File: config.mk
export PLATFORM = sky130hd
export DESIGN_NAME = hamming_pair_encoder_flat
export DESIGN_NICKNAME = d
export VERILOG_FILES = /design/src/rtl/hamming_pair_encoder_if.sv /design/src/rtl/hamming_pair_encoder.sv /design/src/flat_wrapper.sv
export SDC_FILE = /design/constraint.sdc
export NUM_CORES = 1
export LEC_CHECK = 0
export BUFFER_PORTS_ARGS = -buffer_cell sky130_fd_sc_hd__buf_2
export CAP_MARGIN = 40
export CELL_PAD_IN_SITES_DETAIL_PLACEMENT = 1
export CELL_PAD_IN_SITES_GLOBAL_PLACEMENT = 1
export CORE_UTILIZATION = 35
export DETAILED_ROUTE_END_ITERATION = 10
export PLACE_DENSITY_LB_ADDON = 0.12
export SYNTH_ARGS = -nofsm -noshare
export SYNTH_HDL_FRONTEND = slang
export SYNTH_SLANG_ARGS = --single-unit
File: constraint.sdc
create_clock -name clk -period 4.33 [get_ports clk]
set_input_delay 1.0825 -clock clk [delete_from_list [all_inputs] [get_ports clk]]
set_output_delay 1.0825 -clock clk [all_outputs]
set_load 0.005 [all_outputs]
File: src/rtl/hamming_pair_encoder_if.sv
// rtl/hamming_pair_encoder_if.sv - nibble-in / codeword-pair-out handshake bundle
interface hamming_pair_encoder_if #(
    parameter int CNT_W = 8
);
    logic             in_valid;
    logic [3:0]       in_data;
    logic [2:0]       err_pos;
    logic             in_ready;
    logic             flush;
    logic             out_valid;
    logic             out_ready;
    logic [6:0]       code_word1;
    logic [6:0]       code_word2;
    logic [CNT_W-1:0] pair_cnt;

    // Nibble source and pair sink side
    modport master (
        output in_valid, in_data, err_pos, flush, out_ready,
        input  in_ready, out_valid, code_word1, code_word2, pair_cnt
    );

    // Encoder side
    modport slave (
        input  in_valid, in_data, err_pos, flush, out_ready,
        output in_ready, out_valid, code_word1, code_word2, pair_cnt
    );
endinterface

File: src/rtl/hamming_pair_encoder.sv
// rtl/hamming_pair_encoder.sv - streaming Hamming(7,4) encoder packing codewords in pairs
module hamming_pair_encoder #(
    parameter bit ERR_INJ = 1'b1,
    parameter int CNT_W   = 8
) (
    input  logic                   clk,
    input  logic                   rst_n,
    hamming_pair_encoder_if.slave  bus
);
    typedef enum logic [1:0] {
        EMPTY = 2'd0,
        HALF  = 2'd1,
        FULL  = 2'd2
    } state_t;

    state_t           state;
    state_t           state_nxt;
    logic [6:0]       enc_raw;
    logic [6:0]       err_mask;
    logic [6:0]       enc_word;
    logic [6:0]       cw1_q;
    logic [6:0]       cw2_q;
    logic [CNT_W-1:0] cnt_q;
    logic             in_ready_c;
    logic             out_valid_c;
    logic             accept;
    logic             handoff;
    logic             load_cw1;
    logic             load_cw2;
    logic             pad_cw2;

    // Codeword of the nibble on the input, with the optional single-bit flip
    always_comb begin
        enc_raw[0] = bus.in_data[0] ^ bus.in_data[1] ^ bus.in_data[3];
        enc_raw[1] = bus.in_data[0] ^ bus.in_data[2] ^ bus.in_data[3];
        enc_raw[2] = bus.in_data[0];
        enc_raw[3] = bus.in_data[1] ^ bus.in_data[2] ^ bus.in_data[3];
        enc_raw[4] = bus.in_data[1];
        enc_raw[5] = bus.in_data[2];
        enc_raw[6] = bus.in_data[3];
        err_mask   = '0;
        if (ERR_INJ && (bus.err_pos != 3'd0)) begin
            err_mask = 7'd1 << (bus.err_pos - 3'd1);
        end
        enc_word = enc_raw ^ err_mask;
    end

    // State register
    always_ff @(posedge clk or negedge rst_n) begin
        if (!rst_n) begin
            state <= EMPTY;
        end else begin
            state <= state_nxt;
        end
    end

    // Next state: accept in HALF wins over flush; FULL leaves only on handoff
    always_comb begin
        state_nxt = state;
        case (state)
            EMPTY: if (accept) state_nxt = HALF;
            HALF:  if (accept || bus.flush) state_nxt = FULL;
            FULL:  if (bus.out_ready) state_nxt = accept ? HALF : EMPTY;
            default: state_nxt = EMPTY;
        endcase
    end

    // Handshake outputs and datapath load strobes decoded from the state
    always_comb begin
        in_ready_c  = (state != FULL) || bus.out_ready;
        out_valid_c = (state == FULL);
        accept      = bus.in_valid && in_ready_c;
        handoff     = out_valid_c && bus.out_ready;
        load_cw1    = accept && (state != HALF);
        load_cw2    = accept && (state == HALF);
        pad_cw2     = bus.flush && !accept && (state == HALF);
    end

    // Codeword pair registers; an all-zero word is the valid codeword of nibble 0
    always_ff @(posedge clk or negedge rst_n) begin
        if (!rst_n) begin
            cw1_q <= '0;
            cw2_q <= '0;
        end else begin
            if (load_cw1) cw1_q <= enc_word;
            if (load_cw2) cw2_q <= enc_word;
            else if (pad_cw2) cw2_q <= '0;
        end
    end

    // Count of pairs handed downstream, wrapping naturally
    always_ff @(posedge clk or negedge rst_n) begin
        if (!rst_n) begin
            cnt_q <= '0;
        end else if (handoff) begin
            cnt_q <= cnt_q + 1'b1;
        end
    end

    assign bus.in_ready   = in_ready_c;
    assign bus.out_valid  = out_valid_c;
    assign bus.code_word1 = cw1_q;
    assign bus.code_word2 = cw2_q;
    assign bus.pair_cnt   = cnt_q;
endmodule

File: src/flat_wrapper.sv
// flat-port wrapper written by rule: the top's interface ports become plain ports
module hamming_pair_encoder_flat 
#(
    parameter bit ERR_INJ = 1'b1,
    parameter int CNT_W   = 8
)
  (clk, rst_n, bus_in_valid, bus_in_data, bus_err_pos, bus_flush, bus_out_ready, bus_in_ready, bus_out_valid, bus_code_word1, bus_code_word2, bus_pair_cnt);
  hamming_pair_encoder_if #(.CNT_W(CNT_W)) bus_i ();
  input  logic clk;
  input  logic rst_n;
  input wire logic [$bits(bus_i.in_valid)-1:0] bus_in_valid;
  input wire logic [$bits(bus_i.in_data)-1:0] bus_in_data;
  input wire logic [$bits(bus_i.err_pos)-1:0] bus_err_pos;
  input wire logic [$bits(bus_i.flush)-1:0] bus_flush;
  input wire logic [$bits(bus_i.out_ready)-1:0] bus_out_ready;
  output wire logic [$bits(bus_i.in_ready)-1:0] bus_in_ready;
  output wire logic [$bits(bus_i.out_valid)-1:0] bus_out_valid;
  output wire logic [$bits(bus_i.code_word1)-1:0] bus_code_word1;
  output wire logic [$bits(bus_i.code_word2)-1:0] bus_code_word2;
  output wire logic [$bits(bus_i.pair_cnt)-1:0] bus_pair_cnt;
  assign bus_i.in_valid = bus_in_valid;
  assign bus_i.in_data = bus_in_data;
  assign bus_i.err_pos = bus_err_pos;
  assign bus_i.flush = bus_flush;
  assign bus_i.out_ready = bus_out_ready;
  assign bus_in_ready = bus_i.in_ready;
  assign bus_out_valid = bus_i.out_valid;
  assign bus_code_word1 = bus_i.code_word1;
  assign bus_code_word2 = bus_i.code_word2;
  assign bus_pair_cnt = bus_i.pair_cnt;
  hamming_pair_encoder #(.ERR_INJ(ERR_INJ), .CNT_W(CNT_W)) u_core (.clk(clk), .rst_n(rst_n), .bus(bus_i));
endmodule
After elaboration in Yosys (flattened, before gate mapping)
Index checks and enable logic that the tools add are counted.
Word-level totals
  register bits: 24
  input port bits: 12
  output and inout port bits: 24
  logic and storage cells: 42
Operators by class
  add/sub/neg operators: 2
  eq/ne operators: 7
  shift operators: 1
  multiplexer cells: 8
  bitwise logic cells: 7
  reduce and logical (&&, ||, !) cells: 13
Operators by type and width (count)
  two-way mux 7 bit: 3
  adder 8 x 1 -> 8 bit, second input constant: 1
  << shifter 1 x 3 -> 7 bit, first input constant: 1
  XOR 7 bit: 1
  logical AND 1 bit: 6
  two-way mux 2 bit: 3
  inequality test 2 x 1 -> 1 bit, second input constant: 3
  one-hot mux 2 bit (3 select lines): 1
  XOR 1 bit: 6
  inequality test 2 bit, second input constant: 2
  AND reduction 3 bit: 1
  nonzero test 3 bit: 1
  subtractor 3 x 1 -> 3 bit, second input constant: 1
  == test 2 x 1 -> 1 bit, second input constant: 1
  == test 2 bit, second input constant: 1
  logical NOT 2 bit: 1
  logical OR 1 bit: 2
  nonzero test 2 bit: 1
  logical NOT 1 bit: 1
  two-way mux 1 bit: 1

Logic depth before layout (Yosys ltp)
  word-level depth: 8
  gate-level depth with buffers: 4
  depth with buffers taken out: 4

Worst setup path before layout
Ideal clock, no wire load.
  kind: in2out
  from: in bus_out_ready
  to: out bus_in_ready
  data arrival time: 1.469 ns
  required time: 3.248 ns
  slack: 1.779 ns
  cell stages on the path: 1
  path buffers: 0
  cells stage by stage: or3b_4
On the way
  cells in the longest elaborated chain, start to end: 1
RTL lines
  from (decl): line flat_wrapper.sv:15  | input wire logic [$bits(bus_i.out_ready)-1:0] bus_out_ready;
  logical OR 1 bit: line hamming_pair_encoder.sv:70  | in_ready_c = (state != FULL) || bus.out_ready;
  to (decl): line flat_wrapper.sv:16  | output wire logic [$bits(bus_i.in_ready)-1:0] bus_in_ready;
No other way between the ends.

Worst setup path in the final report
Same ends and word-level chain as after synthesis.

==> flow_metrics.tcl <==
set metrics [dict create \
    setup_viol 0 \
    start_kind "input port" \
    first_iter_violations 19 \
    tritoncts "built" \
    ant_nets 0 \
    worst-endpoint-required_ns 3.25 \
    yosys.area_share.simple_pct 15.4 \
    synth_seq_cells 24 \
    buffer_ports.inserted 35 \
    areaGrowthSynthToFinish_pct 22.0 \
    worstSkewPairLatency_ns 0.31 \
    synth_top_family_by_area "XOR/XNOR gates" \
    post-route-util_pct 46.6 \
    synth-xor-area-share_pct 15.8 \
    whs_endpoint "u_core.bus.pair_cnt[7]" \
    ir_drop_mv 0.218 \
    grt_pass1_vias 908 \
    place.detailed.hpwl_um 1950 \
    timing.critical_path.fanout_max 5 \
    post_route_hold_slack_ns 0.478 \
    tritoncts_num_sinks 24 \
    fraction_of_the_yosys_area_taken_by_sequential_cells_pct 49.8 \
    grt_max_degree 25 \
    tns_ns 0 \
    terminus_of_the_critical_flop_to_flop_path "u_core.bus.code_word1[0]" \
    global_route.usage.total_pct 16.5 \
    setup_slack_after_layout_ns 1.50 \
    multiInputGateArea_um2 579 \
    worst_ep_arrival_time_ns 1.75 \
    cts_htree_levels 1 \
    final_layout_size_suffix_gt1_share_pct 37.5 \
    max_stage_delay_ns 0.40 \
    layout.filler_cells 370 \
    slack_of_the_worst_reg_to_reg_path_ns 2.82 \
    cts_resized 0 \
    clockRootBuffer "sky130_fd_sc_hd__clkbuf_4" \
    reg2reg_from "u_core.state[0]" \
    achievable-frequency_ghz 0.353 \
    period_share_pct 65.4 \
    worst_slew_margin_rel_pct 64.2 \
    number_of_nets_in_the_layout 142 \
    avgViaCountPerCell 4.93 \
    floorplan.rows 20 \
    yosys_warnings 0 \
    synthesis.instances 92 \
    routedWlPerCell_um 15.1 \
    pre_cts_ws_ns 1.49 \
    cts_buffers 3 \
    cap_violations 0 \
    crit_path_cell_trace "buf_2 -> or3b_4 -> buf_2" \
    detailed_routing_iterations_pass_1 4 \
    crit_path_end_kind "output port" \
    pin_count 36 \
    power-per-cell-area_nw_per_um2 553 \
    synthesis.area_per_instance_um2 13.1 \
    timing_worst_slew_pin_value_ns 0.536 \
    cts_setup_buffers 0 \
    die_area_um2 3680 \
    power_leakage_nw 0.743 \
    timing.reg2reg.worst_path_depth 3 \
    detailroute.via_count 848 \
    initial_core_util_pct 38.2 \
    synth_compound_gate_area_share_pct 7.06 \
    grt_setup_unrepaired "false" \
    die_width_um 60.7 \
    cts_buffer_depth 2 \
    core_region_area_um2 3150 \
    syn_nets 105 \
    finalMaxSlewViolations 0 \
    path_common_cell "sky130_fd_sc_hd__buf_2" \
    clock_pin_slew_on_the_worst_setup_and_hold_paths_ns 0.14 \
    synth.distinct_cells 30 \
    muxShareOfSynthArea_pct 8.83 \
    min_from "u_core.bus.pair_cnt[7]" \
    antenna_found_initial 0 \
    grt_pass1_wl_um 4370 \
    skew_ns 0.00161 \
    min_path_type "flip-flop to flip-flop" \
    cts_hold_buf 0 \
    globalRouteOverflowTotal 0 \
    sequential_cell_area_um2 601 \
    drt-total-wl_um 2600 \
    gp_routability_congestion 0.709 \
    worst_setup_path_startpoint "bus_out_ready" \
    critical-path-slowest-cell "sky130_fd_sc_hd__or3b_4" \
    status "finished clean" \
    floorplan.die.height_um 60.7 \
    holdPathStages 1 \
    path_class "input port to output port" \
    drcViolationCount 0 \
    fin_crit_ns 2.83 \
    synth-adder-area-share_pct 1.04 \
    n_antenna_cell 0 \
    synth_area_um2 1200 \
    timing.final.hold_violations 0 \
]
kinds of logic after synthesis:
kind of cell             count (synthesis)
AO/OA/AOI/OAI                            9
XOR/XNOR                                17
adder cells (fa/ha/maj)                  1
buffers and inverters                    5
flip-flops                              24
multiplexers                             8
AND/OR/NAND/NOR                         28
critical path: cells and delay by family:
| family | cells | cell delay, ns |
|---|---|---|
| AND/OR/NAND/NOR | 1 | 0.40 |
| buffers and inverters | 2 | 0.27 |
cells in the final DEF, fill, tap and decap left out, types with 3 or more instances in the layout:
master | synthesis | layout
sky130_fd_sc_hd__clkbuf_4 | 0 | 3
sky130_fd_sc_hd__nand3_1 | 3 | 3
sky130_fd_sc_hd__nand2_1 | 5 | 5
sky130_fd_sc_hd__dfrtp_1 | 24 | 24
sky130_fd_sc_hd__nor3b_1 | 3 | 3
sky130_fd_sc_hd__mux2_4 | 5 | 5
sky130_fd_sc_hd__xor2_1 | 6 | 6
sky130_fd_sc_hd__xnor3_1 | 3 | 3
sky130_fd_sc_hd__buf_2 | 2 | 35
sky130_fd_sc_hd__nand3b_1 | 3 | 3
sky130_fd_sc_hd__xnor2_1 | 8 | 8
sky130_fd_sc_hd__a32o_1 | 5 | 5
metal layers:
| metal | share of wire, % | wire [um] | vias up | GRT usage [%] |
|---|---|---|---|---|
| met4 | 1.3 | 35 | 0 | 6.82 |
| met3 | 4.3 | 112 | 4 | 2.77 |
| met2 | 45 | 1170 | 22 | 24.8 |
| li1 | - | - | 402 | - |
| met5 | 0 | 0 | - | 0 |
| met1 | 49 | 1270 | 420 | 23.7 |
state kept, by name (all words and copies together) (netlist names):
register	flops
u_core.bus.code_word1	7
u_core.state	2
u_core.bus.code_word2	7
u_core.bus.pair_cnt	8
cell usage after synthesis:
master | instances | area share (%)
sky130_fd_sc_hd__nand2b_1 | 2 | 1.0
sky130_fd_sc_hd__mux2i_1 | 2 | 1.7
sky130_fd_sc_hd__nand2_1 | 5 | 1.6
sky130_fd_sc_hd__nand3_4 | 1 | 1.5
sky130_fd_sc_hd__nand3_1 | 3 | 1.2
sky130_fd_sc_hd__or3b_4 | 1 | 0.93
sky130_fd_sc_hd__o21ai_2 | 1 | 0.73
sky130_fd_sc_hd__o2bb2ai_1 | 2 | 1.5
sky130_fd_sc_hd__nor3b_1 | 3 | 1.9
sky130_fd_sc_hd__buf_4 | 1 | 0.62
sky130_fd_sc_hd__mux2_2 | 1 | 0.93
sky130_fd_sc_hd__mux2_4 | 5 | 6.2
sky130_fd_sc_hd__xnor2_1 | 8 | 5.8
sky130_fd_sc_hd__and3_1 | 1 | 0.52
sky130_fd_sc_hd__a32o_1 | 5 | 4.2
sky130_fd_sc_hd__nor2_1 | 1 | 0.31
sky130_fd_sc_hd__buf_2 | 2 | 0.83
sky130_fd_sc_hd__and4b_1 | 1 | 0.83
sky130_fd_sc_hd__inv_1 | 2 | 0.62
sky130_fd_sc_hd__nor2b_1 | 2 | 1.0
sky130_fd_sc_hd__dfrtp_1 | 24 | 50
sky130_fd_sc_hd__nor3_1 | 2 | 0.83
sky130_fd_sc_hd__xnor3_1 | 3 | 5.6
sky130_fd_sc_hd__nand3b_1 | 3 | 1.9
sky130_fd_sc_hd__ha_1 | 1 | 1.0
sky130_fd_sc_hd__xor2_1 | 6 | 4.4
sky130_fd_sc_hd__o32ai_1 | 1 | 0.73
sky130_fd_sc_hd__nand4_1 | 1 | 0.52
sky130_fd_sc_hd__nand4b_1 | 1 | 0.73
sky130_fd_sc_hd__and2b_1 | 1 | 0.62
where the power goes:
group | total, W | internal (W) | switching [W]
Combinational | 0.000278 | 0.000159 | 0.000119
Clock | 0.000166 | 0.0000935 | 0.0000728
Sequential | 0.000369 | 0.000306 | 0.0000629
how the worst max path moves through the flow:
stage | to | slack [ns] | cells past startpoint
2_1_floorplan | bus_in_ready | 1.78 | 1
3_3_place_gp | bus_in_ready | 1.51 | 3
3_5_place_dp | bus_in_ready | 1.49 | 3
4_1_cts | bus_in_ready | 1.49 | 3
5_1_grt | bus_in_ready | 1.48 | 3
6_report | bus_in_ready | 1.50 | 3
per-stage QoR:
step | cell area [um2] | total power, W | instances
finish | 1470 | 0.000813 | 172
global route | 1470 | 0.000878 | 172
CTS | 1470 | 0.000826 | 172
detailed placement | 1420 | 0.000658 | 168
global placement | 1420 | 0.000644 | 168
floorplan | 1200 | 0.000528 | 92
area by class of cell:
type,count,share of cell area [%]
Sequential cell,24,40.9
Multi-Input combinational cell,63,39.4
Timing Repair Buffer,35,11.9
Tap cell,44,3.74
Clock inverter,1,2.04
Clock buffer,3,1.53
Inverter,2,0.511
Power figures use the tool's default switching activity.
